==> src/rtl/a2d_pkg.sv <==
// Shared types, SPI timing constants and command-word helper for the A2D
// conversion front end.
package a2d_pkg;

  typedef enum logic [2:0] {
    IDLE,
    TXN1,
    GAP,
    TXN2,
    DONE
  } a2d_state_t;

  localparam logic [4:0] SCLK_PRELOAD = 5'b10111;
  localparam logic [4:0] SMPL_PT      = 5'b01111;
  localparam logic [4:0] SHFT_PT      = 5'b11111;
  localparam int         GAP_CYCLES   = 32;
  localparam logic [4:0] GAP_LAST     = 5'(GAP_CYCLES - 1);
  localparam logic [4:0] BITS_PER_TXN = 5'd16;

  function automatic logic [15:0] build_cmd(input logic [2:0] chnnl);
    return {2'b00, chnnl, 11'h000};
  endfunction

endpackage

==> src/rtl/spi_mstr16.sv <==
// 16-bit SPI master: SCLK is clk/32 and idles high, MISO is sampled just before
// each SCLK rise and MOSI changes on SCLK falls.
module spi_mstr16
  import a2d_pkg::*;
(
  input  logic        clk,
  input  logic        rst,
  input  logic        wrt,
  input  logic [15:0] cmd,
  input  logic        MISO,
  output logic        done,
  output logic [15:0] rd_data,
  output logic        SS_n,
  output logic        SCLK,
  output logic        MOSI
);

  logic        ss_n_q, ss_n_d;
  logic [4:0]  sclk_div_q, sclk_div_d, sclk_div_inc;
  logic [4:0]  bit_cnt_q, bit_cnt_d;
  logic [15:0] tx_q, tx_d;
  logic [15:0] rx_q, rx_d;

  always_ff @(posedge clk) begin
    if (rst) begin
      ss_n_q     <= 1'b1;
      sclk_div_q <= SHFT_PT;
      bit_cnt_q  <= 5'd0;
      tx_q       <= 16'h0000;
      rx_q       <= 16'h0000;
    end else begin
      ss_n_q     <= ss_n_d;
      sclk_div_q <= sclk_div_d;
      bit_cnt_q  <= bit_cnt_d;
      tx_q       <= tx_d;
      rx_q       <= rx_d;
    end
  end

  always_comb begin
    ss_n_d       = ss_n_q;
    sclk_div_d   = sclk_div_q;
    bit_cnt_d    = bit_cnt_q;
    tx_d         = tx_q;
    rx_d         = rx_q;
    done         = 1'b0;
    sclk_div_inc = sclk_div_q + 5'd1;

    if (wrt) begin
      ss_n_d     = 1'b0;
      sclk_div_d = SCLK_PRELOAD;
      bit_cnt_d  = 5'd0;
      tx_d       = cmd;
    end else if (!ss_n_q) begin
      sclk_div_d = sclk_div_inc;
      if (sclk_div_q == SMPL_PT) begin
        rx_d      = {rx_q[14:0], MISO};
        bit_cnt_d = bit_cnt_q + 5'd1;
      end
      // No sample yet means this is the first fall: the MSB is already on MOSI
      if ((sclk_div_q == SHFT_PT) && (bit_cnt_q != 5'd0)) begin
        tx_d = {tx_q[14:0], 1'b0};
      end
      if ((bit_cnt_q == BITS_PER_TXN) && (sclk_div_inc == SHFT_PT)) begin
        ss_n_d = 1'b1;
        done   = 1'b1;
      end
    end
  end

  assign SS_n    = ss_n_q;
  assign SCLK    = sclk_div_q[4];
  assign MOSI    = tx_q[15];
  assign rd_data = rx_q;

endmodule

==> src/rtl/a2d_intf.sv <==
// A2D conversion front end: one start_conv pulse runs a command transaction, a
// guard gap, then a second transaction whose low 12 bits become the result.
module a2d_intf
  import a2d_pkg::*;
(
  input  logic        clk,
  input  logic        rst,
  input  logic        start_conv,
  input  logic [2:0]  chnnl,
  input  logic        MISO,
  output logic        SS_n,
  output logic        SCLK,
  output logic        MOSI,
  output logic        cnv_cmplt,
  output logic [11:0] res
);

  a2d_state_t  state_q, state_d;
  logic [2:0]  chnnl_q, chnnl_d;
  logic [4:0]  gap_cnt_q, gap_cnt_d;
  logic [11:0] res_q, res_d;
  logic        cnv_cmplt_q, cnv_cmplt_d;

  logic        spi_wrt;
  logic [15:0] spi_cmd;
  logic        spi_done;
  logic [15:0] rd_data;
  logic        unused_rd_upper;

  spi_mstr16 u_spi (
    .clk     (clk),
    .rst     (rst),
    .wrt     (spi_wrt),
    .cmd     (spi_cmd),
    .MISO    (MISO),
    .done    (spi_done),
    .rd_data (rd_data),
    .SS_n    (SS_n),
    .SCLK    (SCLK),
    .MOSI    (MOSI)
  );

  always_ff @(posedge clk) begin
    if (rst) begin
      state_q     <= IDLE;
      chnnl_q     <= 3'd0;
      gap_cnt_q   <= 5'd0;
      res_q       <= 12'h000;
      cnv_cmplt_q <= 1'b0;
    end else begin
      state_q     <= state_d;
      chnnl_q     <= chnnl_d;
      gap_cnt_q   <= gap_cnt_d;
      res_q       <= res_d;
      cnv_cmplt_q <= cnv_cmplt_d;
    end
  end

  always_comb begin
    state_d     = state_q;
    chnnl_d     = chnnl_q;
    gap_cnt_d   = gap_cnt_q;
    res_d       = res_q;
    cnv_cmplt_d = cnv_cmplt_q;
    spi_wrt     = 1'b0;
    spi_cmd     = build_cmd(chnnl_q);

    case (state_q)
      IDLE: begin
        if (start_conv) begin
          chnnl_d     = chnnl;
          spi_cmd     = build_cmd(chnnl);
          spi_wrt     = 1'b1;
          cnv_cmplt_d = 1'b0;
          state_d     = TXN1;
        end
      end
      TXN1: begin
        if (spi_done) begin
          gap_cnt_d = 5'd0;
          state_d   = GAP;
        end
      end
      GAP: begin
        if (gap_cnt_q == GAP_LAST) begin
          spi_wrt = 1'b1;
          state_d = TXN2;
        end else begin
          gap_cnt_d = gap_cnt_q + 5'd1;
        end
      end
      TXN2: begin
        if (spi_done) begin
          state_d = DONE;
        end
      end
      DONE: begin
        res_d       = rd_data[11:0];
        cnv_cmplt_d = 1'b1;
        state_d     = IDLE;
      end
      default: state_d = IDLE;
    endcase
  end

  // The A2D returns four don't-care bits above the 12-bit reading
  assign unused_rd_upper = ^rd_data[15:12];

  assign cnv_cmplt = cnv_cmplt_q;
  assign res       = res_q;

endmodule

==> config.mk <==
export PLATFORM = sky130hd
export DESIGN_NAME = a2d_intf
export DESIGN_NICKNAME = d
export VERILOG_FILES = /design/src/rtl/a2d_pkg.sv /design/src/rtl/spi_mstr16.sv /design/src/rtl/a2d_intf.sv
export SDC_FILE = /design/constraint.sdc
export NUM_CORES = 1
export LEC_CHECK = 0
export ABC_CLOCK_PERIOD_IN_PS = 2980
export CORE_ASPECT_RATIO = 2
export CORE_MARGIN = 1.5
export CORE_UTILIZATION = 50
export CTS_CLUSTER_DIAMETER = 80
export DETAILED_ROUTE_END_ITERATION = 6
export HOLD_SLACK_MARGIN = 0.15
export PLACE_DENSITY = 0.7
export REMOVE_ABC_BUFFERS = 1
export SLEW_MARGIN = 20
export SYNTH_ARGS = -nofsm -noshare
export SYNTH_HDL_FRONTEND = slang
export SYNTH_HIERARCHICAL = 1
export SYNTH_SLANG_ARGS = --single-unit
==> constraint.sdc <==
create_clock -name clk -period 2.98 [get_ports clk]
set_input_delay 0.447 -clock clk [delete_from_list [all_inputs] [get_ports clk]]
set_output_delay 0.447 -clock clk [all_outputs]
set_load 0.005 [all_outputs]
==> results.cfg <==
[floorplanning]
core-area_um2 = 5660
floorplan.initialDensity = 0.513
fp-row-count = 39
die_h_um = 111
die-area_um2 = 6300
ios = 23
fp.dieW_um = 56.9

[place]
dp_hpwl_um = 3680
gp_congestion = 0.777
numPortBuffers = 22
dp_cells = 407

[timing]
clock.fmax_mhz = 371
min_period_ps = 2690
rsz0062_at_grt = false
slew_headroom = 0.512
finalCritPeriodShare = 0.904
hold_violations = 0
fin_skew_ps = 4.94
slew_viol_final = 0
tightest_slew_ps = 721
setup_viol = 0
tns_ps = 0

[grt]
grt_pass1_wl_um = 9450
grt_pass1_vias = 2185
overflow = 0
antenna_found_initial = 0
grt_use_total = 0.190
grt_max_degree = 38

[power]
ir_drop_v = 0.000543
p_sw_w = 0.000448
p_seq_frac = 0.444
pwr-share-comb = 0.083
p_sw_frac = 0.221
internal_power_w = 0.00158
power_density_nw_per_um2 = 590
power_frac_clock = 0.473
power.leakage_nw = 1.23

[clock_tree]
post_cts_resized = 0
clock_tree.buffer_depth = 2
cts_buffers = 9
clkSinkCount = 63
cts_tree = yes
cts_hold_buffers = 0
post_cts_buffers = 0
clkSlewWorstSetupHoldPaths_ps = 50
h-tree-depth = 3
clk_latency_ps = 320
cts_root_buf = clkbuf_16

[worst_setup_path]
crit_buf_inv = 1
slowest_stage = or4bb_1
cp.required_ps = 3160
slowest_delay_ps = 580
start_kind = flip-flop
crit_fanout = 5
critPathArrivalTime_ps = 2880
crit_chain = ha_1, and3_1, ha_1, and3b_1, nand3_1, nor4_2, buf_4, or4bb_1, nand3_1, a21oi_1
crit_type = flip-flop to flip-flop
critPathCaptureType = flip-flop
crit_family = simple AND/OR/NAND/NOR gates

[routing]
antenna_left = 0
drc = 0
viasPerCell = 5.44
wl_um = 5510
wl_per_cell_um = 13.0
vias = 2296
dr.pass1.iters = 4
drtIter0Drc = 72

[flow_run]
max-cap-violations = 0

[finish]
final_cell_count_no_fill = 422
final_common_cell = dfxtp_1
area_growth_pct = 18.2
final_cell_mix = dfxtp_1, nand2_1, nor2_1
antenna_cells = 0
layout-drive-gt1-share = 0.125
nets = 372
final.fill_count = 513

[run_status]
outcome = finished, final reports clean

[synth]
synth_area_um2 = 2900
yosysWarnings = 6
post_synth.cell_area_avg_um2 = 8.87
synthCells = 327

[hold_path]
hold_path_class = flip-flop to flip-flop
==> stage by stage <==
step | hold WS, ps | cell area, um2 | setup WS, ps | util | total power [W]
after floorplan | 426 | 2780 | -1530 | - | 0.00102
after global placement | 442 | 3150 | 325 | 0.556 | 0.00108
after detailed placement | 447 | 3150 | 286 | 0.556 | 0.00108
after CTS | 453 | 3420 | 292 | 0.605 | 0.00205
after global routing | 478 | 3430 | 112 | 0.606 | 0.00211
final | 450 | 3430 | 285 | 0.606 | 0.00203
==> power groups by stage <==
stage          Clock (W)  Combinational (W)  Sequential (W)
2_1_floorplan          0           0.000110        0.000909
3_3_place_gp           0           0.000165        0.000913
3_5_place_dp           0           0.000168        0.000915
4_1_cts         0.000982           0.000168        0.000898
5_1_grt          0.00102           0.000189        0.000902
6_report        0.000959           0.000168        0.000898
==> flip-flops by register name (all words and copies together) (netlist names) <==
register,count
cnv_cmplt,1
chnnl_q,3
u_spi/rd_data,12
u_spi/SS_n,1
u_spi/tx_q,16
res,12
state_q,3
u_spi/bit_cnt_q,5
u_spi/sclk_div_q,5
gap_cnt_q,5
==> worst reg2reg max path: cells and delay by family, from the launching register on <==
kind,cells,cell delay [ps]
buf+inv,1,160
fa+ha+maj,2,530
simple gates,6,1470
flops,1,350
compound gates,1,60
==> layer usage <==
layer | GRT usage | wire length (um) | vias to the layer above
li1 | - | - | 1185
met1 | 0.199 | 2310 | 1066
met2 | 0.336 | 2930 | 34
met3 | 0.0490 | 143 | 11
met4 | 0.102 | 132 | 0
met5 | 0 | 0 | -
==> final cells by class <==
class | instances | area, um2 | share of cell area
clock buffers | 15 | 278 | 0.0810
inverters | 6 | 22.5 | 0.00656
multi-input cells | 245 | 1500 | 0.438
flip-flops and latches | 63 | 1260 | 0.368
well taps | 61 | 76.3 | 0.0222
repair buffers | 32 | 290 | 0.0846
==> final timing paths <==
check        slack [ps]  cells after the start                start      endpoint
min reg2reg         450                      2               res[9]        res[9]
max reg2reg         290                     10  u_spi/sclk_div_q[0]  gap_cnt_q[4]
max                 290                     10  u_spi/sclk_div_q[0]  gap_cnt_q[4]
min                 450                      2               res[9]        res[9]
No activity file was read; power rests on OpenSTA's default activity.
